--- src/rtl/signal_period_meter.sv ---
// Measures period, sample count and min/max of a sample stream between
// consecutive rising crossings of a hysteresis band around midscale.
module signal_period_meter #(
  parameter int DATA_W = 16,
  parameter int CNT_W  = 32,
  parameter int HYST   = 256
) (
  input  logic              clk,
  input  logic              rst,
  input  logic              sample_valid_i,
  input  logic [DATA_W-1:0] sample_i,
  output logic              period_valid_o,
  output logic [CNT_W-1:0]  period_clks_o,
  output logic [CNT_W-1:0]  period_samples_o,
  output logic [DATA_W-1:0] min_o,
  output logic [DATA_W-1:0] max_o,
  output logic              locked_o,
  output logic              overflow_o,
  output logic [1:0]        state_o
);

  localparam logic [1:0] ST_SEEK = 2'd0;
  localparam logic [1:0] ST_LOW  = 2'd1;
  localparam logic [1:0] ST_HIGH = 2'd2;

  // Thresholds carry one extra bit so MID +/- HYST can never wrap.
  localparam logic [DATA_W:0] MID  = (DATA_W+1)'(1) << (DATA_W-1);
  localparam logic [DATA_W:0] LO_T = MID - (DATA_W+1)'(HYST);
  localparam logic [DATA_W:0] HI_T = MID + (DATA_W+1)'(HYST);
  localparam logic [CNT_W-1:0] CNT_MAX = {CNT_W{1'b1}};
  localparam logic [CNT_W-1:0] CNT_ONE = CNT_W'(1);

  logic [1:0]        state_q, state_d;
  logic              first_seen_q, first_seen_d;
  logic [CNT_W-1:0]  clk_cnt_q, clk_cnt_d;
  logic [CNT_W-1:0]  smp_cnt_q, smp_cnt_d;
  logic [DATA_W-1:0] min_acc_q, min_acc_d;
  logic [DATA_W-1:0] max_acc_q, max_acc_d;
  logic              period_valid_q, period_valid_d;
  logic [CNT_W-1:0]  period_clks_q, period_clks_d;
  logic [CNT_W-1:0]  period_samples_q, period_samples_d;
  logic [DATA_W-1:0] min_q, min_d;
  logic [DATA_W-1:0] max_q, max_d;
  logic              locked_q, locked_d;
  logic              overflow_q, overflow_d;

  logic [DATA_W:0] samp_ext;
  logic            is_lo, is_hi, crossing, ovf_evt;

  always_comb begin
    samp_ext = {1'b0, sample_i};
    is_lo    = samp_ext <= LO_T;
    is_hi    = samp_ext >= HI_T;
    crossing = sample_valid_i && (state_q == ST_LOW) && is_hi;
    // Only a running measurement can overflow; once cleared it cannot re-fire.
    ovf_evt  = first_seen_q && (clk_cnt_q == CNT_MAX) && !crossing;

    state_d = state_q;
    if (sample_valid_i) begin
      case (state_q)
        ST_SEEK: begin
          if (is_lo)      state_d = ST_LOW;
          else if (is_hi) state_d = ST_HIGH;
        end
        ST_LOW:  if (is_hi) state_d = ST_HIGH;
        ST_HIGH: if (is_lo) state_d = ST_LOW;
        default: state_d = ST_SEEK;
      endcase
    end

    first_seen_d     = first_seen_q;
    clk_cnt_d        = clk_cnt_q;
    smp_cnt_d        = smp_cnt_q;
    min_acc_d        = min_acc_q;
    max_acc_d        = max_acc_q;
    period_valid_d   = 1'b0;
    period_clks_d    = period_clks_q;
    period_samples_d = period_samples_q;
    min_d            = min_q;
    max_d            = max_q;
    locked_d         = locked_q;
    overflow_d       = overflow_q;

    if (crossing) begin
      if (first_seen_q) begin
        period_valid_d   = 1'b1;
        period_clks_d    = clk_cnt_q;
        period_samples_d = smp_cnt_q;
        min_d            = min_acc_q;
        max_d            = max_acc_q;
        locked_d         = 1'b1;
        overflow_d       = 1'b0;
      end
      first_seen_d = 1'b1;
      clk_cnt_d    = CNT_ONE;
      smp_cnt_d    = CNT_ONE;
      min_acc_d    = sample_i;
      max_acc_d    = sample_i;
    end else if (ovf_evt) begin
      overflow_d   = 1'b1;
      locked_d     = 1'b0;
      first_seen_d = 1'b0;
      state_d      = ST_SEEK;
    end else if (first_seen_q) begin
      clk_cnt_d = clk_cnt_q + CNT_ONE;
      if (sample_valid_i) begin
        smp_cnt_d = smp_cnt_q + CNT_ONE;
        if (sample_i < min_acc_q) min_acc_d = sample_i;
        if (sample_i > max_acc_q) max_acc_d = sample_i;
      end
    end
  end

  always_ff @(posedge clk or posedge rst) begin
    if (rst) begin
      state_q          <= ST_SEEK;
      first_seen_q     <= 1'b0;
      clk_cnt_q        <= '0;
      smp_cnt_q        <= '0;
      min_acc_q        <= '0;
      max_acc_q        <= '0;
      period_valid_q   <= 1'b0;
      period_clks_q    <= '0;
      period_samples_q <= '0;
      min_q            <= '0;
      max_q            <= '0;
      locked_q         <= 1'b0;
      overflow_q       <= 1'b0;
    end else begin
      state_q          <= state_d;
      first_seen_q     <= first_seen_d;
      clk_cnt_q        <= clk_cnt_d;
      smp_cnt_q        <= smp_cnt_d;
      min_acc_q        <= min_acc_d;
      max_acc_q        <= max_acc_d;
      period_valid_q   <= period_valid_d;
      period_clks_q    <= period_clks_d;
      period_samples_q <= period_samples_d;
      min_q            <= min_d;
      max_q            <= max_d;
      locked_q         <= locked_d;
      overflow_q       <= overflow_d;
    end
  end

  assign period_valid_o   = period_valid_q;
  assign period_clks_o    = period_clks_q;
  assign period_samples_o = period_samples_q;
  assign min_o            = min_q;
  assign max_o            = max_q;
  assign locked_o         = locked_q;
  assign overflow_o       = overflow_q;
  assign state_o          = state_q;

endmodule

--- config.mk ---
export PLATFORM = sky130hd
export DESIGN_NAME = signal_period_meter
export DESIGN_NICKNAME = d
export VERILOG_FILES = /design/src/rtl/signal_period_meter.sv
export SDC_FILE = /design/constraint.sdc
export NUM_CORES = 1
export LEC_CHECK = 0
export BUFFER_PORTS_ARGS = -buffer_cell sky130_fd_sc_hd__buf_2
export CORE_AREA = 4 4 128 130
export DETAILED_ROUTE_END_ITERATION = 6
export DIE_AREA = 0 0 132 134
export PLACE_DENSITY = 0.83
export SLEW_MARGIN = 20
export SYNTH_ARGS = -nofsm -noshare
export SYNTH_HDL_FRONTEND = slang
export SYNTH_SLANG_ARGS = --single-unit
--- constraint.sdc ---
create_clock -name clk -period 10.43 [get_ports clk]
set_input_delay 1.5645 -clock clk [delete_from_list [all_inputs] [get_ports clk]]
set_output_delay 1.5645 -clock clk [all_outputs]
set_load 0.02 [all_outputs]
-- Yosys cells after proc, flatten, opt, wreduce, memory -nomap -nowiden
Cells that the tools add are included.
- word-level logic and storage cells: 74
- memories kept: 0
- latch bits: 0
- output and inout port bits: 101
- input port bits: 19
- bits in writable memories: 0
- register bits after elaboration: 198
- memory bits (read-only): 0
- shifts and indexed selects: 0
- divide/modulo/power cells: 0
- order comparisons: 4
- $mul: 0
- mux-type cells: 33
- bitwise operators: 0
- reductions and logical operators: 17
- equal/unequal tests: 5
- add/subtract/negate cells: 2
- operator list (cell ; count):
    32-bit two-way mux ; 7
    16-bit two-way mux ; 10
    32-bit by 1-bit adder with 32-bit output (second input constant) ; 2
    32-bit == test (second input constant) ; 1
    16-bit greater-or-equal comparator (second input constant) ; 1
    16-bit greater-than comparator ; 1
    16-bit by 15-bit <= comparator with 1-bit output (second input constant) ; 1
    16-bit less-than comparator ; 1
    2-bit two-way mux ; 6
    2-bit nonzero test ; 5
    1-bit two-way mux ; 9
    4-bit AND reduction ; 2
    2-bit one-hot mux with 3 select lines ; 1
    2-bit AND reduction ; 3
    1-bit logical AND ; 4
    2-bit != test (second input constant) ; 2
    3-bit AND reduction ; 1
    2-bit by 1-bit == test with 1-bit output (second input constant) ; 1
    2-bit == test (second input constant) ; 1
    2-bit logical NOT ; 1
    1-bit logical NOT ; 1

-- Longest topological paths before layout
Gate-level depths: netlist (run 1).
- word-level depth: 7
- gate-level depth with buffers: 10
- mapped depth without buffers: 8

-- Least setup slack after synthesis (run 1)
OpenSTA, ideal clock, no wires.
- path type: in2reg
- start point: input port sample_i[14]
- end point: register max_acc_q[0]
- arrival: 3586 ps
- stages on the path: 8
- setup time: 125 ps
- required time: 10305 ps
- slack: 6719 ps
- path through: ha_1 nand4_2 or4_4 a21oi_2 nor3b_1 a211oi_4 buf_12 mux2_4
- word-level cells in the longest chain between the ends: 6
- elaborated cells on any way between the ends: 11
- RTL lines (item ; line ; source):
    start: declaration ; 11 ; input logic [DATA_W-1:0] sample_i,
    16-bit greater-or-equal comparator ; 53 ; is_hi = samp_ext >= HI_T;
    1-bit logical AND ; 54 ; crossing = sample_valid_i && (state_q == ST_LOW) && is_hi;
    1-bit logical NOT ; 56 ; ovf_evt = first_seen_q && (clk_cnt_q == CNT_MAX) && !crossing;
    1-bit logical AND ; 56 ;
    2-bit != test (no source line) ; -- ;
    4-bit AND reduction (no source line) ; -- ;
    end signal: assignment ; 135 ; max_acc_q <= max_acc_d;
    end: declaration ; 38 ; logic [DATA_W-1:0] max_acc_q, max_acc_d;
Parallel ways exist; a longest one is shown, timed or not.
A chain may end at the register's enable or synchronous reset.

-- Final worst setup path (run 1)
- start point: input port sample_i[10]
- end point: register period_samples_q[30], in the netlist period_samples_o[30]
- word-level cells in the longest chain between the ends: 3
- RTL lines (item ; line ; source):
    16-bit greater-or-equal comparator ; 53 ;
    1-bit logical AND ; 54 ;
    2-bit AND reduction (no source line) ; -- ;
    end signal: assignment ; 138 ; period_samples_q <= period_samples_d;
    end: declaration ; 41 ; logic [CNT_W-1:0] period_samples_q, period_samples_d;
Every way passes these cells.

==> out/qor.log, run 1 <==
[synth] share of synthesized registers carrying an async set or reset 1.00
[power_and_ir_drop] switching power total 885 uW
[clock_tree] post-CTS setup buffers 0
[cells_and_area] highest-count cells in the layout ignoring fill and taps sky130_fd_sc_hd__nand2_1, sky130_fd_sc_hd__dfrtp_1, sky130_fd_sc_hd__buf_2
[cells_and_area] diodes inserted 0
[routing] drt drc 0
[die] placeable core region 0.0151 sq mm
[grt] first-pass GRT wire length 34100 microns
[power_and_ir_drop] switching share of total power 0.352
[sta] unrepaired setup endpoints after global routing no
[synth] multiplexer share of the synthesized area 0.0542
[synth] portion of the post-synthesis area used by sequential elements 0.534
[synth] post-synth cell types 58
[grt] pin count of the biggest net entering global routing 115
[synth] number of cells produced by synthesis 941
[critical_path] Worst Setup Start Kind input port
[synth] top area cells in the synthesized netlist sky130_fd_sc_hd__dfrtp_1, sky130_fd_sc_hd__nand2_1, sky130_fd_sc_hd__ha_1
[cells_and_area] final-layout fill cell count 1156
[clock_tree] clock slew seen by the registers of the worst setup and hold paths 0.06 ns
[synth] post-synthesis cell type with the largest combined area sky130_fd_sc_hd__dfrtp_1
[routing] Pre-Repair DR Iteration Count 5
[status] result of the run finished, final reports clean
[clock_tree] TritonCTS sink count 198
[critical_path] biggest cell delay along the critical path 0.69 ns
[synth] fraction of post-synthesis cell area in the top cell type by area 0.534
[sta] final count of negative-setup-slack endpoints 0
[power_and_ir_drop] Worst IR Drop VDD 0.179 mV
[die] floorplan die width 132 microns
[critical_path] family with the most delay on the worst path buffers and inverters
[critical_path] Setup CP Type input port to register
[cells_and_area] footprint of the flip-flops and latches 0.00495 sq mm
[grt] antenna violations before repair 0
[sta] worst-case clock skew 0.0101 ns
[clock_tree] count of cells resized by post-cts repair 0
[routing] total via count in the routed design 7074
[synth] xor/xnor cell area share of the yosys netlist 0.0208
[routing] routed wire length 20300 microns
[run] count of max-cap constraint violations 0
[clock_tree] insertion delay to the later sink of the worst-skew pair 0.43 ns
[clock_tree] number of CTS-inserted buffers 17
[power_and_ir_drop] Int Pwr 1.63 mW
[sta] final count of pins violating max slew 0
[power_and_ir_drop] leakage component of the power 5.35 nW
[sta] crit share post-route 0.392
[clock_tree] Max Buffers Root-to-Sink 2
[critical_path] Req. time, crit path 10.74 ns
[synth] post-synthesis adder-cell area fraction 0.0445
[cells_and_area] Area Growth Syn to Fin 13.5%
[synth] Seq cells post-synth 198
[synth] combinational family with the most area after synthesis simple AND/OR/NAND/NOR gates
[cells_and_area] net count reported at finish 1094
[cells_and_area] Finished Core Util 0.695
[critical_path] arrival time worst endpoint 4.40 ns
[grt] via count of the first global-routing pass 6866
[power_and_ir_drop] combinational cell fraction of total power 0.313
[clock_tree] hold-fix buffers at CTS 0
[routing] first-iteration detailed-routing DRC count 762
[routing] post-detailed-route via-to-cell ratio 5.70
[clock_tree] clock tree from TritonCTS built
[power_and_ir_drop] share of total power in sequential cells 0.439
[routing] count of antenna-violating nets left after detailed routing 0
[placement] Detailed Place HPWL 13800 microns
[sta] headroom to the max-slew limit 0.276
[synth] basic-gate share of the synthesized area counting and, or, nand and nor cells 0.201
[critical_path] Cell Chain, Critical Path buf_2 -> nor4_1 -> a21oi_4 -> buf_4 -> nand2_4 -> buf_4 -> mux2_2
[synth] prevailing post-synth register cell sky130_fd_sc_hd__dfrtp_1
[power_and_ir_drop] relative contribution of the clock network to total power 0.247
[critical_path] highest fanout seen on the critical path 91
[cells_and_area] layout cell share with drive strength beyond 1 0.195
[synth] number of warnings printed during yosys synthesis 0
[die] number of standard-cell rows in the floorplan 45
[die] # IOs 120
[synth] Post-Syn Nets 993
[power_and_ir_drop] Pwr Density 239 mW/mm^2
[synth] Post-Synthesis Cell Area 0.00928 sq mm
[sta] maximum clock frequency 245 MHz
[sta] setup tns final 0 ns
[critical_path] cell type with the highest occurrence count on the critical path sky130_fd_sc_hd__buf_4
[sta] pin slew with the least headroom to its limit 1.08 ns
[placement] final weighted congestion of routability-driven global placement 0.833
[clock_tree] CTS Root Buffer Type sky130_fd_sc_hd__clkbuf_16
[critical_path] standard cell with the maximum stage delay on the critical path sky130_fd_sc_hd__buf_4
[grt] sum of overflow across all layers after global routing 0
[routing] WL per Instance 16.3 microns
[die] total die area 0.0177 sq mm
[clock_tree] number of H-tree levels 4
[sta] final hold violation count 0
[hold_path] path category of the worst min-delay check register to register
[synth] mean instance size in the synthesized netlist 9.86 sq um
[grt] total global-route track usage 0.235
[cells_and_area] combined area of the multi-input logic cells 0.00399 sq mm
[critical_path] category of the worst setup path capture point register
[synth] compound-cell area share of the yosys netlist 0.108
[synth] number of enable flip-flop cells after synthesis 0
[cells_and_area] most common library cell in the layout ignoring fill and taps sky130_fd_sc_hd__nand2_1
[die] Starting Density 0.613
[critical_path] Buf/Inv on CP 3
[placement] Port Buf Inserts 119
[sta] final worst path period need 4.09 ns
[die] die outline height 134 microns
## per-layer routing
metal  vias to the layer above  share of wire  global-route usage
li1                       3437              -                   -
met1                      3429           0.46               0.333
met2                       178           0.48               0.375
met3                        30          0.043              0.0435
met4                         0          0.018              0.0659
met5                         -              0                   0
## flip-flops by register name, summed over array words and instances, names as in the netlist, 2 cells and up
register,cells
clk_cnt_q,32
period_clks_o,32
period_samples_o,32
smp_cnt_q,32
max_acc_q,16
max_o,16
min_acc_q,16
min_o,16
state_o,2
## synth_stat cells, types with 3 or more instances
cell type	count
sky130_fd_sc_hd__o211ai_1	5
sky130_fd_sc_hd__o21ai_1	7
sky130_fd_sc_hd__or3_1	26
sky130_fd_sc_hd__and2_1	4
sky130_fd_sc_hd__nand4_1	23
sky130_fd_sc_hd__a21oi_1	51
sky130_fd_sc_hd__or4_1	11
sky130_fd_sc_hd__o21ai_0	66
sky130_fd_sc_hd__nor2_1	38
sky130_fd_sc_hd__xnor2_1	7
sky130_fd_sc_hd__and4_1	8
sky130_fd_sc_hd__ha_1	33
sky130_fd_sc_hd__nor4_1	3
sky130_fd_sc_hd__nand3_1	27
sky130_fd_sc_hd__mux2_4	20
sky130_fd_sc_hd__a21o_1	4
sky130_fd_sc_hd__inv_1	42
sky130_fd_sc_hd__dfrtp_1	198
sky130_fd_sc_hd__xor2_1	15
sky130_fd_sc_hd__mux2_2	12
sky130_fd_sc_hd__a21oi_2	3
sky130_fd_sc_hd__buf_2	10
sky130_fd_sc_hd__o311ai_0	3
sky130_fd_sc_hd__nand2_1	229
sky130_fd_sc_hd__nor3_1	5
sky130_fd_sc_hd__mux2_1	6
sky130_fd_sc_hd__o31ai_1	12
sky130_fd_sc_hd__and3_1	9
sky130_fd_sc_hd__clkbuf_1	27
## power by group through the flow
stage | clock network, mW | logic [mW] | registers (mW)
detailed placement | 0 | 0.787 | 1.11
global placement | 0 | 0.760 | 1.10
finish | 0.622 | 0.788 | 1.10
CTS | 0.625 | 0.795 | 1.10
floorplan | 0 | 0.437 | 1.21
global route | 0.656 | 0.877 | 1.13
## kinds of logic after synthesis
kind of cell / after synthesis
mux: 38
compound gates: 168
simple gates: 397
xor+xnor: 22
buf+inv: 85
fa+ha+maj: 33
flops: 198
## metrics by stage
stage | instances | instance area (sq um) | worst slack [ns] | power (mW) | hold slack [ns]
floorplan | 941 | 9280 | 3.47 | 1.65 | 0.458
global placement | 1211 | 9980 | 5.91 | 1.86 | 0.455
detailed placement | 1211 | 9980 | 5.84 | 1.90 | 0.457
CTS | 1241 | 10500 | 6.27 | 2.52 | 0.474
global route | 1241 | 10500 | 6.02 | 2.67 | 0.483
finish | 1241 | 10500 | 6.34 | 2.51 | 0.466
## final timing paths
kind | startpoint | to | slack [ns] | cells after the start
max | sample_i[10] | period_samples_o[30] | 6.34 | 7
min | period_samples_o[23] | period_samples_o[23] | 0.47 | 2
max reg2reg | state_o[1] | max_o[0] | 7.25 | 6
min reg2reg | period_samples_o[23] | period_samples_o[23] | 0.47 | 2
max in group asynchronous | rst | clk_cnt_q[1] | 7.98 | 3
min in group asynchronous | rst | period_samples_o[5] | 1.26 | 2
## cell type report
class                   count  share of cell area
clock buffers              22              0.0450
clock inverters             8             0.00713
inverters                  43              0.0160
multi-input cells         658               0.379
flip-flops and latches    198               0.470
well taps                 188              0.0223
repair buffers            124              0.0605
## tightest hold or removal path: cells and delay by family, from the launching register on
kind             cells  cell delay [ns]
flip-flops           1             0.34
AND/OR/NAND/NOR      2             0.10
Power figures use the tool's default switching activity.
==> run 2, diff against run 1 <==
--- a/config.mk
+++ b/config.mk
@@ -6,10 +6,10 @@
 export NUM_CORES = 1
 export LEC_CHECK = 0
 export BUFFER_PORTS_ARGS = -buffer_cell sky130_fd_sc_hd__buf_2
-export CORE_AREA = 4 4 128 130
+export CORE_AREA = 4 4 139 141
 export DETAILED_ROUTE_END_ITERATION = 6
-export DIE_AREA = 0 0 132 134
-export PLACE_DENSITY = 0.83
+export DIE_AREA = 0 0 143 145
+export PLACE_DENSITY = 0.75
 export SLEW_MARGIN = 20
 export SYNTH_ARGS = -nofsm -noshare
 export SYNTH_HDL_FRONTEND = slang
==> constraint.sdc (replaced) <==
create_clock -name clk -period 3.51 [get_ports clk]
set_input_delay 0.5265 -clock clk [delete_from_list [all_inputs] [get_ports clk]]
set_output_delay 0.5265 -clock clk [all_outputs]
set_load 0.02 [all_outputs]
==> run 2 against run 1 <==
Critical endpoint is now smp_cnt_q[26]. Flip-flop and latch count is the same. Power grew to 3.1 times the previous value. Clock skew grew 0.00051 ns. Core utilization shrank 9.5 points. Die area grew 17%.
==> out/qor.log, run 2 (synthesis results as in run 1) <==
[status] result of the run finished, final reports clean
[cells_and_area] net count reported at finish 1107 [+1.2%]
[clock_tree] post-CTS setup buffers 0 [unchanged]
[critical_path] Setup CP Type register to register
[sta] least setup slack across all paths after layout 0.640 ns [-5.70 ns]
[clock_tree] clock tree from TritonCTS built
[critical_path] highest fanout seen on the critical path 36 [-60%]
[sta] crit share post-route 0.818
[die] placeable core region 0.0180 sq mm [+19%]
[placement] Placement Setup Slack 0.410 ns [-5.43 ns]
[routing] drt drc 0 [unchanged]
[grt] first-pass GRT wire length 36000 microns [+5.5%]
[clock_tree] clock slew seen by the registers of the worst setup and hold paths 0.07 ns [about the same]
[sta] maximum clock frequency 348 MHz
[critical_path] worst-case register-to-register setup slack 0.64 ns [-6.61 ns]
[cells_and_area] Area Growth Syn to Fin 16.2%
[cells_and_area] post-route cell area 0.0108 sq mm [+2.4%]
[clock_tree] Max Buffers Root-to-Sink 2 [unchanged]
[power_and_ir_drop] Pwr Density 721 mW/mm^2 [+200%]
[sta] headroom to the max-slew limit 0.313 [+0.0371]
[clock_tree] insertion delay to the later sink of the worst-skew pair 0.44 ns [about the same]
[placement] Post-DP Area 0.0101 sq mm [+1.7%]
[clock_tree] number of CTS-inserted buffers 17 [unchanged]
[routing] WL per Instance 16.5 microns [+1.0%]
[grt] via count of the first global-routing pass 7145 [+4.1%]
[die] total die area 0.0207 sq mm [+17%]
[routing] post-detailed-route via-to-cell ratio 5.56 [-2.5%]
[die] # IOs 120 [unchanged]
[placement] Detailed Place HPWL 14800 microns [+7.6%]
[clock_tree] hold-fix buffers at CTS 0 [unchanged]
[routing] count of antenna-violating nets left after detailed routing 0 [unchanged]
[power_and_ir_drop] leakage component of the power 5.44 nW [+1.7%]
[sta] worst-case clock skew 0.0106 ns [+0.000512 ns]
[die] floorplan die width 143 microns [+8.3%]
[sta] pin slew with the least headroom to its limit 1.03 ns [-0.0544 ns]
[routing] first-iteration detailed-routing DRC count 567 [-26%]
[critical_path] Worst Setup Start Kind register
[sta] final count of negative-setup-slack endpoints 0 [unchanged]
[power_and_ir_drop] Worst IR Drop VDD 0.389 mV [+120%]
[sta] final count of pins violating max slew 0 [unchanged]
[cells_and_area] final-layout fill cell count 1522 [+32%]
[sta] unrepaired setup endpoints after global routing no
[placement] cell count after placement 1265 [+4.5%]
[grt] total global-route track usage 0.213 [-0.0219]
[clock_tree] TritonCTS sink count 198 [unchanged]
[cells_and_area] Cell Count, Final, Fillers Out 1297 [+4.5%]
[cells_and_area] highest-count cells in the layout ignoring fill and taps sky130_fd_sc_hd__nand2_1, sky130_fd_sc_hd__dfrtp_1, sky130_fd_sc_hd__buf_2
[hold_path] path category of the worst min-delay check input port to asynchronous set/reset pin
[sta] final hold violation count 0 [unchanged]
[routing] routed wire length 21400 microns [+5.6%]
[placement] Port Buf Inserts 119 [unchanged]
[cells_and_area] footprint of the flip-flops and latches 0.00495 sq mm [unchanged]
[cells_and_area] most common library cell in the layout ignoring fill and taps sky130_fd_sc_hd__nand2_1
[grt] pin count of the biggest net entering global routing 80 [-30%]
[power_and_ir_drop] PnR Total Power 7.78 mW [+210%]
[cells_and_area] diodes inserted 0 [unchanged]
[critical_path] arrival time worst endpoint 3.22 ns [-1.18 ns]
[sta] final worst path period need 2.87 ns
[die] number of standard-cell rows in the floorplan 49 [+8.9%]
[routing] total via count in the routed design 7207 [+1.9%]
[sta] setup tns final 0 ns [unchanged]
[grt] antenna violations before repair 1 [+1]
[cells_and_area] layout cell share with drive strength beyond 1 0.208 [+0.0132]
[placement] final weighted congestion of routability-driven global placement 0.888 [+6.7%]
[clock_tree] count of cells resized by post-cts repair 0 [unchanged]
[die] die outline height 145 microns [+8.2%]
[routing] Pre-Repair DR Iteration Count 5 [unchanged]
[cells_and_area] combined area of the multi-input logic cells 0.00399 sq mm [unchanged]
[critical_path] category of the worst setup path capture point register
[clock_tree] number of H-tree levels 4 [unchanged]
[die] Starting Density 0.517 [-0.0961]
[run] count of max-cap constraint violations 0 [unchanged]
[clock_tree] CTS Root Buffer Type sky130_fd_sc_hd__clkbuf_16
[grt] sum of overflow across all layers after global routing 0 [unchanged]
[critical_path] Req. time, crit path 3.86 ns [-6.88 ns]
## run 2: changes by cell type in the layout (fill, tap and decap cells not counted), sizes merged
cell / delta
clkinvlp: +4
clkinv: -1
clkbuf: -4
bufinv: +3
buf: +13
## run 2: path summary, 6_finish.rpt
kind / from / end / cells after the start
worst max-delay path: state_o[1] / smp_cnt_q[26] / 6
worst min-delay path: rst / period_samples_o[2] / 2
worst max register to register: state_o[1] / smp_cnt_q[26] / 6
worst min register to register: period_samples_o[16] / period_samples_o[16] / 2
max in group asynchronous: rst / clk_cnt_q[0] / 3
min in group clk: sample_i[0] / max_acc_q[0] / 2
## run 2: cell type report
type / instances / area share
flip-flops and latches: 198 / 0.459
multi-input cells: 658 / 0.370
repair buffers: 137 / 0.0701
clock buffers: 18 / 0.0407
well taps: 229 / 0.0266
clock inverters: 14 / 0.0184
inverters: 43 / 0.0153
## run 2: where the power goes
| group | total [mW] | internal (mW) | switching [mW] |
|---|---|---|---|
| sequential | 3.28 | 2.87 | 0.410 |
| combinational | 2.38 | 0.960 | 1.42 |
| clock | 2.11 | 1.22 | 0.895 |
| total | 7.78 | 5.05 | 2.73 |
## run 2: metal layers
metal	vias up	share of wire	routed length, microns	global-route usage
met5	-	0.00033	7	0
met1	3542	0.47	10100	0.307
met3	28	0.051	1080	0.0434
met2	152	0.46	9890	0.324
met4	2	0.016	346	0.0684
li1	3483	-	-	-
## run 2: critical path: stages, from the launching register on
cell,delay (ns)
sky130_fd_sc_hd__dfrtp_1,0.42
sky130_fd_sc_hd__nand4b_1,0.27
sky130_fd_sc_hd__a21oi_4,0.82
sky130_fd_sc_hd__and3_1,0.44
sky130_fd_sc_hd__o31ai_4,0.18
sky130_fd_sc_hd__or4_1,0.51
sky130_fd_sc_hd__a21oi_1,0.15
## run 2: per-stage QoR
stage | hold slack, ns | util
final | 0.229 | 0.601
after CTS | 0.250 | 0.601
after global placement | 0.453 | 0.565
after global routing | 0.282 | 0.601
after floorplan | 0.458 | -
after detailed placement | 0.457 | 0.565
